File: config.mk
export PLATFORM = sky130hd
export DESIGN_NAME = seg7_scan_flat
export DESIGN_NICKNAME = d
export VERILOG_FILES = /design/src/rtl/seg7_pkg.sv /design/src/rtl/seg7_scan_if.sv /design/src/rtl/seg7_decode.sv /design/src/rtl/seg7_scan.sv /design/src/flat_wrapper.sv
export SDC_FILE = /design/constraint.sdc
export NUM_CORES = 1
export LEC_CHECK = 0
export ABC_AREA = 1
export CAP_MARGIN = 15
export CORE_MARGIN = 1
export CORE_UTILIZATION = 53
export CTS_CLUSTER_SIZE = 25
export DETAILED_ROUTE_END_ITERATION = 6
export PLACE_DENSITY = 0.82
export SYNTH_ARGS = -nofsm -noshare
export SYNTH_HDL_FRONTEND = slang
export SYNTH_SLANG_ARGS = --single-unit
File: constraint.sdc
create_clock -name clk_50MHz -period 2.6 [get_ports clk_50MHz]
set_clock_uncertainty 0.05 [all_clocks]
set_input_delay 0.78 -clock clk_50MHz [delete_from_list [all_inputs] [get_ports clk_50MHz]]
set_output_delay 0.78 -clock clk_50MHz [all_outputs]
set_load 0.005 [all_outputs]
File: src/rtl/seg7_pkg.sv
// seg7_pkg: shared segment constants and digit count for the seven-segment scanner
package seg7_pkg;
    localparam int DIGITS = 4;
    localparam int SEG_DP = 7;
    localparam logic [7:0] SEG_0     = 8'hC0;
    localparam logic [7:0] SEG_1     = 8'hF9;
    localparam logic [7:0] SEG_2     = 8'hA4;
    localparam logic [7:0] SEG_3     = 8'hB0;
    localparam logic [7:0] SEG_4     = 8'h99;
    localparam logic [7:0] SEG_5     = 8'h92;
    localparam logic [7:0] SEG_6     = 8'h82;
    localparam logic [7:0] SEG_7     = 8'hF8;
    localparam logic [7:0] SEG_8     = 8'h80;
    localparam logic [7:0] SEG_9     = 8'h90;
    localparam logic [7:0] SEG_DASH  = 8'hBF;
    localparam logic [7:0] SEG_BLANK = 8'hFF;
endpackage

File: src/rtl/seg7_scan_if.sv
// seg7_scan_if: countdown word in, multiplexed digit/segment lines out
interface seg7_scan_if;
    import seg7_pkg::*;
    logic [4*DIGITS-1:0] bcd;
    logic [DIGITS-1:0]   dp_en;
    logic                lz_blank;
    logic [DIGITS-1:0]   sm_wei;
    logic [7:0]          sm_duan;
    logic                frame_done;
    modport master (output bcd, dp_en, lz_blank, input sm_wei, sm_duan, frame_done);
    modport slave  (input bcd, dp_en, lz_blank, output sm_wei, sm_duan, frame_done);
endinterface

File: src/rtl/seg7_decode.sv
// seg7_decode: nibble to active-low segments, dash for A-F, all-off when blanked
module seg7_decode
    import seg7_pkg::*;
(
    input  logic [3:0] nib_i,
    input  logic       blank_i,
    output logic [7:0] seg_o
);
    // dp bit is always off here; the scanner overlays it
    always_comb begin
        seg_o = SEG_DASH;
        if (blank_i) seg_o = SEG_BLANK;
        else
            case (nib_i)
                4'd0:    seg_o = SEG_0;
                4'd1:    seg_o = SEG_1;
                4'd2:    seg_o = SEG_2;
                4'd3:    seg_o = SEG_3;
                4'd4:    seg_o = SEG_4;
                4'd5:    seg_o = SEG_5;
                4'd6:    seg_o = SEG_6;
                4'd7:    seg_o = SEG_7;
                4'd8:    seg_o = SEG_8;
                4'd9:    seg_o = SEG_9;
                default: seg_o = SEG_DASH;
            endcase
    end
endmodule

File: src/rtl/seg7_scan.sv
// seg7_scan: 4-digit time-multiplexed seven-segment driver with per-frame input snapshot
module seg7_scan
    import seg7_pkg::*;
#(
    parameter int SCAN_DIV  = 50000,
    parameter int BLANK_CYC = 500
) (
    input  logic       clk_50MHz,
    input  logic       reset,
    seg7_scan_if.slave bus
);
    localparam logic [15:0] DIV_LAST  = 16'(SCAN_DIV - 1);
    localparam logic [15:0] BLANK_END = 16'(BLANK_CYC);

    logic [15:0]         div_q, div_d;
    logic [1:0]          dig_q, dig_d;
    logic [4*DIGITS-1:0] bcd_q;
    logic [DIGITS-1:0]   dp_q;
    logic                lz_q;
    logic [DIGITS-1:0]   wei_q, wei_d;
    logic [7:0]          duan_q, duan_d;
    logic                fd_q;
    logic                slot_end, wrap, blank, gap;
    logic [DIGITS-1:0]   zero_hi;
    logic [3:0]          nib;
    logic [7:0]          seg;

    seg7_decode u_dec (.nib_i(nib), .blank_i(blank), .seg_o(seg));

    // counter stepping, leading-zero chain and next output values
    always_comb begin
        slot_end   = div_q == DIV_LAST;
        wrap       = slot_end && dig_q == 2'd3;
        div_d      = slot_end ? 16'd0 : div_q + 16'd1;
        dig_d      = dig_q + {1'b0, slot_end};
        nib        = bcd_q[{dig_q, 2'b00} +: 4];
        zero_hi[3] = bcd_q[15:12] == 4'd0;
        zero_hi[2] = zero_hi[3] && bcd_q[11:8] == 4'd0;
        zero_hi[1] = zero_hi[2] && bcd_q[7:4] == 4'd0;
        zero_hi[0] = 1'b0;
        blank      = lz_q && zero_hi[dig_q];
        gap        = div_q < BLANK_END;
        wei_d      = gap ? 4'hF : ~(4'b0001 << dig_q);
        duan_d     = gap ? SEG_BLANK : {seg[SEG_DP] & ~dp_q[dig_q], seg[6:0]};
    end

    // counters, shadow snapshot (during reset and at frame wrap) and output registers
    always_ff @(posedge clk_50MHz) begin
        if (reset || wrap) begin
            bcd_q <= bus.bcd;
            dp_q  <= bus.dp_en;
            lz_q  <= bus.lz_blank;
        end
        if (reset) begin
            div_q  <= 16'd0;
            dig_q  <= 2'd0;
            wei_q  <= 4'hF;
            duan_q <= SEG_BLANK;
            fd_q   <= 1'b0;
        end else begin
            div_q  <= div_d;
            dig_q  <= dig_d;
            wei_q  <= wei_d;
            duan_q <= duan_d;
            fd_q   <= wrap;
        end
    end

    assign bus.sm_wei     = wei_q;
    assign bus.sm_duan    = duan_q;
    assign bus.frame_done = fd_q;
endmodule

File: src/flat_wrapper.sv
// flat-port wrapper written by rule: the top's interface ports become plain ports
module seg7_scan_flat import seg7_pkg::*;
#(
    parameter int SCAN_DIV  = 50000,
    parameter int BLANK_CYC = 500
)
  (clk_50MHz, reset, bus_bcd, bus_dp_en, bus_lz_blank, bus_sm_wei, bus_sm_duan, bus_frame_done);
  seg7_scan_if bus_i ();
  input  logic clk_50MHz;
  input  logic reset;
  input wire logic [$bits(bus_i.bcd)-1:0] bus_bcd;
  input wire logic [$bits(bus_i.dp_en)-1:0] bus_dp_en;
  input wire logic [$bits(bus_i.lz_blank)-1:0] bus_lz_blank;
  output wire logic [$bits(bus_i.sm_wei)-1:0] bus_sm_wei;
  output wire logic [$bits(bus_i.sm_duan)-1:0] bus_sm_duan;
  output wire logic [$bits(bus_i.frame_done)-1:0] bus_frame_done;
  assign bus_i.bcd = bus_bcd;
  assign bus_i.dp_en = bus_dp_en;
  assign bus_i.lz_blank = bus_lz_blank;
  assign bus_sm_wei = bus_i.sm_wei;
  assign bus_sm_duan = bus_i.sm_duan;
  assign bus_frame_done = bus_i.frame_done;
  seg7_scan #(.SCAN_DIV(SCAN_DIV), .BLANK_CYC(BLANK_CYC)) u_core (.clk_50MHz(clk_50MHz), .reset(reset), .bus(bus_i));
endmodule
==> results.md, run 1 <==
* Synthesized flop and latch total at 52
* Clock transition at the registers of the reported paths at 90 ps
* Transition time of the tightest slew-check pin at 637 ps
* Number of sinks handled by clock tree synthesis at 52
* Warnings, synthesis at 0
* Most instantiated cells after synthesis: nand2_1, nor2_1, nand3_1, dfxtp_1, inv_1
* Routed len/inst at 12.1 µm
* DRC viols at 0
* Number of nets in the layout at 350
* Worst voltage drop across the vdd grid at 0.295 mV
* Headroom to the max-slew limit at 57.5%
* Instance count of the mapped netlist at 280
* Number of H-tree levels at 2
* Sequential cell area at 0.00125 mm²
* Number of nets in the synthesized netlist at 310
* Leak at 1.11 nW
* I/O pin cnt at 36
* Worst-skew pair later-pin latency at 300 ps
* Max Cap Viol at 0
* Fraction of the mapped netlist area in compound gates at 2.37%
* Maximum number of pins on one net before global-route repair at 22
* Detailed placer's ending HPWL at 3400 µm
* Number of antenna violations at the first check in global routing at 0
* Share of synthesized flip-flops with an asynchronous set or reset at 0%
* Wire length of the first global-routing pass at 7450 µm
* Vias/cell at 5.09
* Flip-flop cell with the highest count after synthesis: dfxtp_1
* Post-Syn Area at 0.00238 mm²
* Layout area overhead at 20.3%
* Diode count at 0
* Leading post-synthesis cells by cell area: edfxtp_1, dfxtp_1, nand2_1
* Floorplan Core Area at 0.00432 mm²
* Maximum frequency from static timing analysis at 0.475 GHz
* Max-slew violation count at 0
* Post-synth EDFFs at 21
* Hold WC Path Type: register to register
* RSZ-0062 raised after global routing: no
* TritonCTS clock tree: yes
* Die X at 69.0 µm
* Cts hold-fix bufs at 0
* Simple-gate share of the synthesized area at 33.2%
* Weighted congestion reported at the end of routability-driven placement at 0.877
* Largest fanout of any net on the critical path at 16
* Largest area contributor in the synthesized netlist: edfxtp_1
* Share of the yosys chip area belonging to registers at 52.6%
* Critical path data arrival time at 2240 ps
* Row Count at 24
* Resize count post-CTS at 0
* Minimum setup slack among reg-to-reg paths at 490 ps
* Final number of hold-violating endpoints at 0
* Area share of the largest cell type after synthesis at 26.5%
* Final wirelength at 4500 µm
* Result of the run: completed
* Setup-violating endpoint count in the final report at 0
* Power consumption at 1.43 mW
* Share of layout cells above drive strength 1 at 9.66%
* Pwr/cell area at 501 mW/mm²
* Buffer levels on the longest clock path at 2
* Mean area per synthesized cell at 8.50 µm²
* Post-synthesis xor/xnor area fraction at 2.21%
* Number of DRC markers in iteration 0 at 98
* Post-Synth Adder-Cell Area at 3.68%
* Kind of capture point of the worst setup path: register
* Number of different library cells in the post-synthesis netlist at 27
* Leading cell type by number of instances after synthesis: nand2_1
* Largest family of logic cells by synthesized area: simple AND/OR/NAND/NOR gates
* Layout filler cell count at 375
* Antenna Violating Nets Remaining at 0
* Global router's overall resource usage at 19.6%
* Footprint of the multi-input gates at 987 µm²
* Die Area at 0.00476 mm²
* Req. time, crit path at 2730 ps
* Floorplan die height at 69.0 µm
* Number of iterations in the first detailed-routing pass at 4
* Sort of element at the start of the critical path: register
* Critical path class: register to register
* Number of global-route vias before repair at 1,820
* Cell at the root of the clock tree: clkbuf_8
* Setup TNS at 0 ps
* Total of buffers placed on input and output ports at 35
* Min cycle time layout at 2110 ps
* Number of clock buffers inserted by TritonCTS at 5
* Grt total ovfl at 0
* Final period util at 81.0%
* Starting Density at 55.0%
* Mux cell area share after synthesis at 0%
* Number of buffers inserted by post-CTS setup repair at 0
* Number of vias in the routed layout at 1,897
==> power breakdown <==
part	total, mW	switching (mW)	internal, mW
clock	0.461	0.243	0.217
combinational	0.0904	0.0432	0.0471
sequential	0.882	0.0106	0.872
==> area by class of cell <==
type	instances	area share [%]
inverters	29	3.89
repair buffers	36	12.5
flip-flops and latches	52	43.7
multi-input cells	196	34.5
well taps	52	2.27
clock buffers	8	3.15
==> final timing paths <==
kind	startpoint	endpoint	depth (start not counted)
setup / recovery	u_core.dig_q[0]	u_core.bus.sm_duan[3]	9
hold / removal	u_core.div_q[0]	u_core.div_q[0]	1
setup reg to reg	u_core.dig_q[0]	u_core.bus.sm_duan[3]	9
hold reg to reg	u_core.div_q[0]	u_core.div_q[0]	1
==> cell families (layout without fill, tap and decap cells) <==
family          Yosys count  in the layout
compound gates           11             11
xor+xnor                  6              6
fa+ha+maj                 7              7
buf+inv                  32             73
flops                    52             52
simple gates            172            172
==> cell usage in the layout (no fill, tap or decap), types with 6 or more instances in the layout <==
master	instances
nor2_1	38
clkbuf_8	6
nand2_2	6
ha_1	7
edfxtp_1	21
nand4_1	6
a21oi_1	8
nand3_1	32
nand2_1	69
inv_2	6
clkdlybuf4s50_1	35
dfxtp_1	31
inv_1	22
==> flip-flops by register name, summed over array words and instances (netlist names) <==
| signal | flops |
|---|---|
| u_core.bcd_q | 16 |
| u_core.div_q | 16 |
| u_core.bus.sm_duan | 8 |
| u_core.bus.sm_wei | 4 |
| u_core.dp_q | 4 |
| u_core.dig_q | 2 |
| u_core.bus.frame_done | 1 |
| u_core.lz_q | 1 |
==> layer usage <==
layer,global-route usage [%],wire (µm),vias up
li1,-,-,985
met2,37.8,2440,38
met4,8.39,67,0
met5,0,0,-
met3,4.53,157,6
met1,19.9,1840,868
==> worst max-delay path, stage by stage, from the launching register on <==
cell      delay, ps
dfxtp_1         740
nor2_2          150
nand2_1          90
nand2_1          50
nor2_1          260
inv_1           120
ha_1            190
nand3b_1        170
nand3_1         100
nand3_1          70
==> stage by stage <==
stage	cells	hold slack, ps	setup WS [ps]	utilization [%]	cell area [µm²]
final	373	413	493	66.2	2860
after global routing	373	446	300	66.2	2860
after CTS	373	420	510	66.2	2860
after detailed placement	365	400	464	64.1	2770
after global placement	365	378	483	64.1	2770
after floorplan	280	367	716	-	2380
Note: power is estimated with default switching activity, not from simulation.
==> inputs of run 2 (changes only) <==
--- a/config.mk
+++ b/config.mk
@@ -8,10 +8,10 @@
 export ABC_AREA = 1
 export CAP_MARGIN = 15
 export CORE_MARGIN = 1
-export CORE_UTILIZATION = 53
+export CORE_UTILIZATION = 48
 export CTS_CLUSTER_SIZE = 25
 export DETAILED_ROUTE_END_ITERATION = 6
-export PLACE_DENSITY = 0.82
+export PLACE_DENSITY = 0.78
 export SYNTH_ARGS = -nofsm -noshare
 export SYNTH_HDL_FRONTEND = slang
 export SYNTH_SLANG_ARGS = --single-unit
==> constraint.sdc (replaced) <==
create_clock -name clk_50MHz -period 1.8 [get_ports clk_50MHz]
set_clock_uncertainty 0.05 [all_clocks]
set_input_delay 0.54 -clock clk_50MHz [delete_from_list [all_inputs] [get_ports clk_50MHz]]
set_output_delay 0.54 -clock clk_50MHz [all_outputs]
set_load 0.005 [all_outputs]
==> results.md, run 2 (synthesis gave the netlist of run 1 again) <==
* TritonCTS clock tree: yes (unchanged)
* Final number of hold-violating endpoints at 0 (unchanged)
* Number of buffers inserted by post-CTS setup repair at 0 (unchanged)
* Relative contribution of the clock network to total power at 31.9% (was 32.2%)
* Number of H-tree levels at 2 (unchanged)
* Diode count at 0 (unchanged)
* Detailed placer's ending HPWL at 3310 µm (was 3400 µm)
* Net switching share of the total power at 22.5% (was 20.7%)
* Starting Density at 50.1% (was 55.0%)
* Total of buffers placed on input and output ports at 35 (unchanged)
* Highest cell delay on the worst timing path at 490 ps (was 740 ps)
* Sequential power share at 61.4% (was 61.5%)
* Sort of element at the start of the critical path: register (unchanged)
* Setup WS pre-CTS at 47.2 ps (was 464 ps)
* Setup TNS at 0 ps (unchanged)
* Max Cap Viol at 0 (unchanged)
* Footprint of the multi-input gates at 996 µm² (was 987 µm²)
* Cell-internal power at 1.61 mW (was 1.14 mW)
* Switching Power at 0.467 mW (was 0.297 mW)
* Combinational share of power at 6.6% (was 6.3%)
* Minimum setup slack among reg-to-reg paths at 150 ps (was 490 ps)
* Maximum number of pins on one net before global-route repair at 22 (unchanged)
* DRC viols at 0 (unchanged)
* Number of global-route vias before repair at 1,680 (was 1,820)
* Pwr/cell area at 692 mW/mm² (was 501 mW/mm²)
* Number of vias in the routed layout at 1,903 (was 1,897)
* Endpoint of the worst hold path: u_core.div_q[0] (unchanged)
* Vias/cell at 4.76 (was 5.09)
* Cell at the root of the clock tree: clkbuf_8 (unchanged)
* Leak at 1.17 nW (was 1.11 nW)
* Antenna Violating Nets Remaining at 0 (unchanged)
* Clock transition at the registers of the reported paths at 90 ps (about the same)
* Min cycle time layout at 1700 ps
* Global router's overall resource usage at 18.8% (was 19.6%)
* Max-slew violation count at 0 (unchanged)
* Transition time of the tightest slew-check pin at 333 ps (was 637 ps)
* Floorplan Core Area at 0.00475 mm² (was 0.00432 mm²)
* Die X at 72.4 µm (was 69.0 µm)
* CP Cell Sequence: clkdlybuf4s50_1 (was nor2_2 -> nand2_1 -> nand2_1 -> nor2_1 -> inv_1 -> ha_1 -> nand3b_1 -> nand3_1 -> nand3_1)
* Worst voltage drop across the vdd grid at 0.416 mV (was 0.295 mV)
* Sequential cell area at 0.00125 mm² (about the same)
* Number of antenna violations at the first check in global routing at 0 (unchanged)
* Largest fanout of any net on the critical path at 1 (was 16)
* Critical path data arrival time at 1110 ps (was 2240 ps)
* Critical R2R Capture: u_core.lz_q (was u_core.bus.sm_duan[3])
* CP bufs+invs at 1 (unchanged)
* Kind of cell adding the most delay to the critical path: buffers and inverters (was simple AND/OR/NAND/NOR gates)
* Result of the run: completed (unchanged)
* Buffer levels on the longest clock path at 2 (unchanged)
* Number of clock buffers inserted by TritonCTS at 5 (unchanged)
* Layout filler cell count at 411 (was 375)
* Hold path depth at 1 (unchanged)
* Layout area overhead at 26.0% (was 20.3%)
* Post-route setup slack at 98.8 ps (was 493 ps)
* Number of nets in the layout at 362 (was 350)
* Worst reg-to-reg path cell count at 7 (was 9)
* Startpoint of the lowest-slack hold path: u_core.div_q[0] (unchanged)
* Share of layout cells above drive strength 1 at 14.7% (was 9.66%)
* Row Count at 25 (was 24)
* Die Area at 0.00524 mm² (was 0.00476 mm²)
* Req. time, crit path at 1210 ps (was 2730 ps)
* I/O pin cnt at 36 (unchanged)
* Top library cells by usage in the layout, fill and taps aside: nand2_1, nor2_1, clkdlybuf4s50_1 (unchanged)
* Critical path class: register to output port (was register to register)
* Worst-skew pair later-pin latency at 310 ps (was 300 ps)
* Setup-violating endpoint count in the final report at 0 (unchanged)
* RSZ-0062 raised after global routing: no (unchanged)
* Number of iterations in the first detailed-routing pass at 4 (unchanged)
* Number of DRC markers in iteration 0 at 176 (was 98)
* Slowest library cell on the worst path: clkdlybuf4s50_1 (was dfxtp_1)
* Final wirelength at 4400 µm (was 4500 µm)
* Final period util at 94.5%
* Floorplan die height at 72.4 µm (was 69.0 µm)
* Number of sinks handled by clock tree synthesis at 52 (unchanged)
* Grt total ovfl at 0 (unchanged)
* Kind of capture point of the worst setup path: output port (was register)
* Leading cell type in the layout, fill and taps excluded: nand2_1 (unchanged)
* Routed len/inst at 11.0 µm (was 12.1 µm)
* Startpoint of the worst register-to-register path: u_core.div_q[0] (was u_core.dig_q[0])
* Hold WC Path Type: register to register (unchanged)
* Weighted congestion reported at the end of routability-driven placement at 0.884 (was 0.877)
* Headroom to the max-slew limit at 77.7% (was 57.5%)
* Maximum frequency from static timing analysis at 0.588 GHz
* Wire length of the first global-routing pass at 7560 µm (was 7450 µm)
==> run 2: cell types whose count changed in the layout (fill, tap and decap cells not counted), moves of 2 or more <==
cell / change
buf_4: +11
clkbuf_1: -2
clkinvlp_4: +2
dfxtp_1: -2
dfxtp_2: +2
==> run 2: how the worst max path moves through the flow <==
stage / start / to / slack, ps / cells after the start
finish: u_core.bus.sm_duan[4] / bus_sm_duan[4] / 100 / 1
global route: u_core.dig_q[1] / u_core.bus.sm_duan[3] / 20 / 9
CTS: u_core.dig_q[1] / u_core.bus.sm_duan[3] / 60 / 9
detailed placement: reset / u_core.bcd_q[8] / 50 / 4
global placement: reset / u_core.lz_q / 60 / 4
floorplan: u_core.div_q[0] / u_core.bcd_q[0] / 110 / 6
==> run 2: power groups by stage <==
stage / combinational (mW) / clock, mW / sequential, mW
floorplan: 0.0676 / 0 / 1.30
global placement: 0.135 / 0 / 1.30
detailed placement: 0.137 / 0 / 1.30
CTS: 0.137 / 0.691 / 1.28
global route: 0.154 / 0.737 / 1.28
finish: 0.137 / 0.663 / 1.27
==> run 2: area by class of cell <==
type                       count  area share [%]
sequential                    52            41.8
multi-input combinational    196            33.2
timing repair buffer          48            15.4
inverter                      29            3.71
tap                           67            2.80
clock buffer                   5            2.30
clock inverter                 3           0.793
==> run 2: stage by stage <==
stage | hold slack, ps | cells | power [mW] | cell area (µm²) | utilization (%)
after floorplan | 367 | 280 | 1.36 | 2380 | -
after global placement | 381 | 392 | 1.44 | 2900 | 60.9
after detailed placement | 398 | 392 | 1.44 | 2900 | 60.9
after CTS | 420 | 400 | 2.10 | 2990 | 62.9
after global routing | 440 | 400 | 2.17 | 3000 | 63.1
final | 415 | 400 | 2.07 | 3000 | 63.1
==> run 2: routing by layer <==
layer | part of all wire, % | up-vias | track usage [%]
met4 | 0.77 | 0 | 6.54
li1 | - | 1010 | -
met3 | 5.5 | 4 | 4.72
met5 | 0 | - | 0
met1 | 48 | 836 | 26.6
met2 | 46 | 53 | 28.1
==> run 2: what timing repair did <==
action                                  in CTS  in global routing
hold buffers                                 0                  0
endpoints found under the setup margin       0                  6
resized for setup                            0                  3
==> inputs of run 3 (changes only) <==
--- a/config.mk
+++ b/config.mk
@@ -7,7 +7,7 @@
 export LEC_CHECK = 0
 export ABC_AREA = 1
 export CAP_MARGIN = 15
-export CORE_MARGIN = 1
+export CORE_ASPECT_RATIO = 0.75
 export CORE_UTILIZATION = 48
 export CTS_CLUSTER_SIZE = 25
 export DETAILED_ROUTE_END_ITERATION = 6
==> results.md, run 3 (synthesis gave the netlist of run 1 again) <==
* Number of sinks handled by clock tree synthesis at 52 (unchanged)
* Worst reg-to-reg path cell count at 7 (unchanged)
* Weighted congestion reported at the end of routability-driven placement at 0.872 (was 0.884)
* Layout filler cell count at 372 (was 411)
* Final number of hold-violating endpoints at 0 (unchanged)
* Global router's overall resource usage at 20.0% (was 18.8%)
* Share of layout cells above drive strength 1 at 14.6% (was 14.7%)
* CP bufs+invs at 1 (unchanged)
* Starting Density at 51.8% (was 50.1%)
* Grt total ovfl at 0 (unchanged)
* Leading cell type in the layout, fill and taps excluded: nand2_1 (unchanged)
* Final period util at 95.1% (was 94.5%)
* Headroom to the max-slew limit at 80.6% (was 77.7%)
* Cell at the root of the clock tree: clkbuf_8 (unchanged)
* Number of H-tree levels at 2 (unchanged)
* Largest fanout of any net on the critical path at 1 (unchanged)
* TritonCTS clock tree: yes (unchanged)
* Pwr/cell area at 734 mW/mm² (was 692 mW/mm²)
* Number of iterations in the first detailed-routing pass at 4 (unchanged)
* Diode count at 0 (unchanged)
* Leak at 1.19 nW (was 1.17 nW)
* Clock transition at the registers of the reported paths at 100 ps (was 90 ps)
* Antenna Violating Nets Remaining at 0 (unchanged)
* Final wirelength at 4720 µm (was 4400 µm)
* Routed len/inst at 12.0 µm (was 11.0 µm)
* Critical path data arrival time at 1120 ps (was 1110 ps)
* Result of the run: completed (unchanged)
* Detailed placer's ending HPWL at 3570 µm (was 3310 µm)
* Critical R2R Capture: u_core.bcd_q[5] (was u_core.lz_q)
* Max-slew violation count at 0 (unchanged)
* Capturing instance or port of the critical path: bus_sm_wei[1] (was bus_sm_duan[4])
* Setup-violating endpoint count in the final report at 0 (unchanged)
* Hold WC Path Type: register to register (unchanged)
* Worst voltage drop across the vdd grid at 0.522 mV (was 0.416 mV)
* Launch point of the worst path: u_core.bus.sm_wei[1] (was u_core.bus.sm_duan[4])
* Wire length of the first global-routing pass at 8240 µm (was 7560 µm)
* Startpoint of the worst register-to-register path: u_core.div_q[0] (unchanged)
* Layout area overhead at 26.9% (was 26.0%)
* Die X at 83.3 µm (was 72.4 µm)
* Share of the core filled with cells at 65.7% (was 63.1%)
* Number of global-route vias before repair at 1,789 (was 1,680)
* Floorplan die height at 63.0 µm (was 72.4 µm)
* Hold path depth at 1 (unchanged)
* Number of clock buffers inserted by TritonCTS at 5 (unchanged)
* Number of buffers inserted by post-CTS setup repair at 0 (unchanged)
* Number of vias in the routed layout at 1,927 (was 1,903)
* Highest cell delay on the worst timing path at 490 ps (about the same)
* Number of nets in the layout at 364 (was 362)
* Buffer levels on the longest clock path at 2 (unchanged)
* Max Cap Viol at 0 (unchanged)
* Maximum number of pins on one net before global-route repair at 17 (was 22)
* Vias/cell at 4.92 (was 4.76)
* Non-filler instance count after layout at 392 (was 400)
* Number of cells on the critical path at 1 (unchanged)
* Top library cells by usage in the layout, fill and taps aside: nand2_1, nor2_1, clkdlybuf4s50_1 (unchanged)
* Transition time of the tightest slew-check pin at 290 ps (was 333 ps)
* Kind of cell adding the most delay to the critical path: buffers and inverters (unchanged)
* Min cycle time layout at 1710 ps (was 1700 ps)
* Worst-skew pair later-pin latency at 300 ps (was 310 ps)
* Die Area at 0.00525 mm² (was 0.00524 mm²)
* Total of buffers placed on input and output ports at 35 (unchanged)
* Cts hold-fix bufs at 0 (unchanged)
* DRC viols at 0 (unchanged)
* Minimum setup slack among reg-to-reg paths at 140 ps (was 150 ps)
* CP Cell Sequence: clkdlybuf4s50_1 (unchanged)
* Number of antenna violations at the first check in global routing at 0 (unchanged)
* Sort of element at the start of the critical path: register (unchanged)
* Req. time, crit path at 1210 ps (about the same)
* RSZ-0062 raised after global routing: no (unchanged)
* Maximum frequency from static timing analysis at 0.584 GHz (was 0.588 GHz)
* Critical path class: register to output port (unchanged)
* Row Count at 21 (was 25)
* Resize count post-CTS at 1 (was 0)
* Number of DRC markers in iteration 0 at 167 (was 176)
* I/O pin cnt at 36 (unchanged)
* Cell Count Post-Placement at 384 (was 392)
* Kind of capture point of the worst setup path: output port (unchanged)
* Slowest library cell on the worst path: clkdlybuf4s50_1 (unchanged)
* Floorplan Core Area at 0.00460 mm² (was 0.00475 mm²)
## run 3: metrics by stage
step	setup WS (ps)	cell area, µm²	hold slack (ps)	power, mW	setup TNS (ps)
6_report	87.7	3020	414	2.22	0
5_1_grt	7.39	3020	456	2.31	0
4_1_cts	6.73	3010	415	2.23	0
3_5_place_dp	-33.0	2900	400	1.45	-135
3_3_place_gp	8.72	2900	381	1.44	0
2_1_floorplan	111	2380	367	1.36	0
## run 3: area by class of cell
type / instances / area, µm² / area share [%]
Tap cell: 57 / 71.3 / 2.36
Clock inverter: 3 / 42.5 / 1.41
Clock buffer: 5 / 68.8 / 2.28
Inverter: 29 / 111 / 3.69
Sequential cell: 52 / 1260 / 41.6
Timing Repair Buffer: 50 / 475 / 15.7
Multi-Input combinational cell: 196 / 995 / 32.9
## run 3: per-layer routing
| metal | GRT usage (%) | share of wire, % |
|---|---|---|
| met5 | 0 | 0 |
| met4 | 4.74 | 0.32 |
| met3 | 5.42 | 7.4 |
| met2 | 28.5 | 41 |
| met1 | 30.1 | 51 |
## run 3: report_power, final
group	leakage [nW]	internal, mW	switching [mW]
clock	0.0558	0.412	0.385
combinational	0.679	0.0773	0.0668
sequential	0.458	1.26	0.0172
## run 3: how the worst min path moves through the flow
| stage | slack [ps] | endpoint | start |
|---|---|---|---|
| 2_1_floorplan | 370 | u_core.div_q[0] | u_core.div_q[0] |
| 3_3_place_gp | 380 | u_core.div_q[0] | u_core.div_q[0] |
| 3_5_place_dp | 400 | u_core.div_q[0] | u_core.div_q[0] |
| 4_1_cts | 420 | u_core.div_q[0] | u_core.div_q[0] |
| 5_1_grt | 460 | u_core.div_q[0] | u_core.div_q[0] |
| 6_report | 410 | u_core.div_q[0] | u_core.div_q[0] |
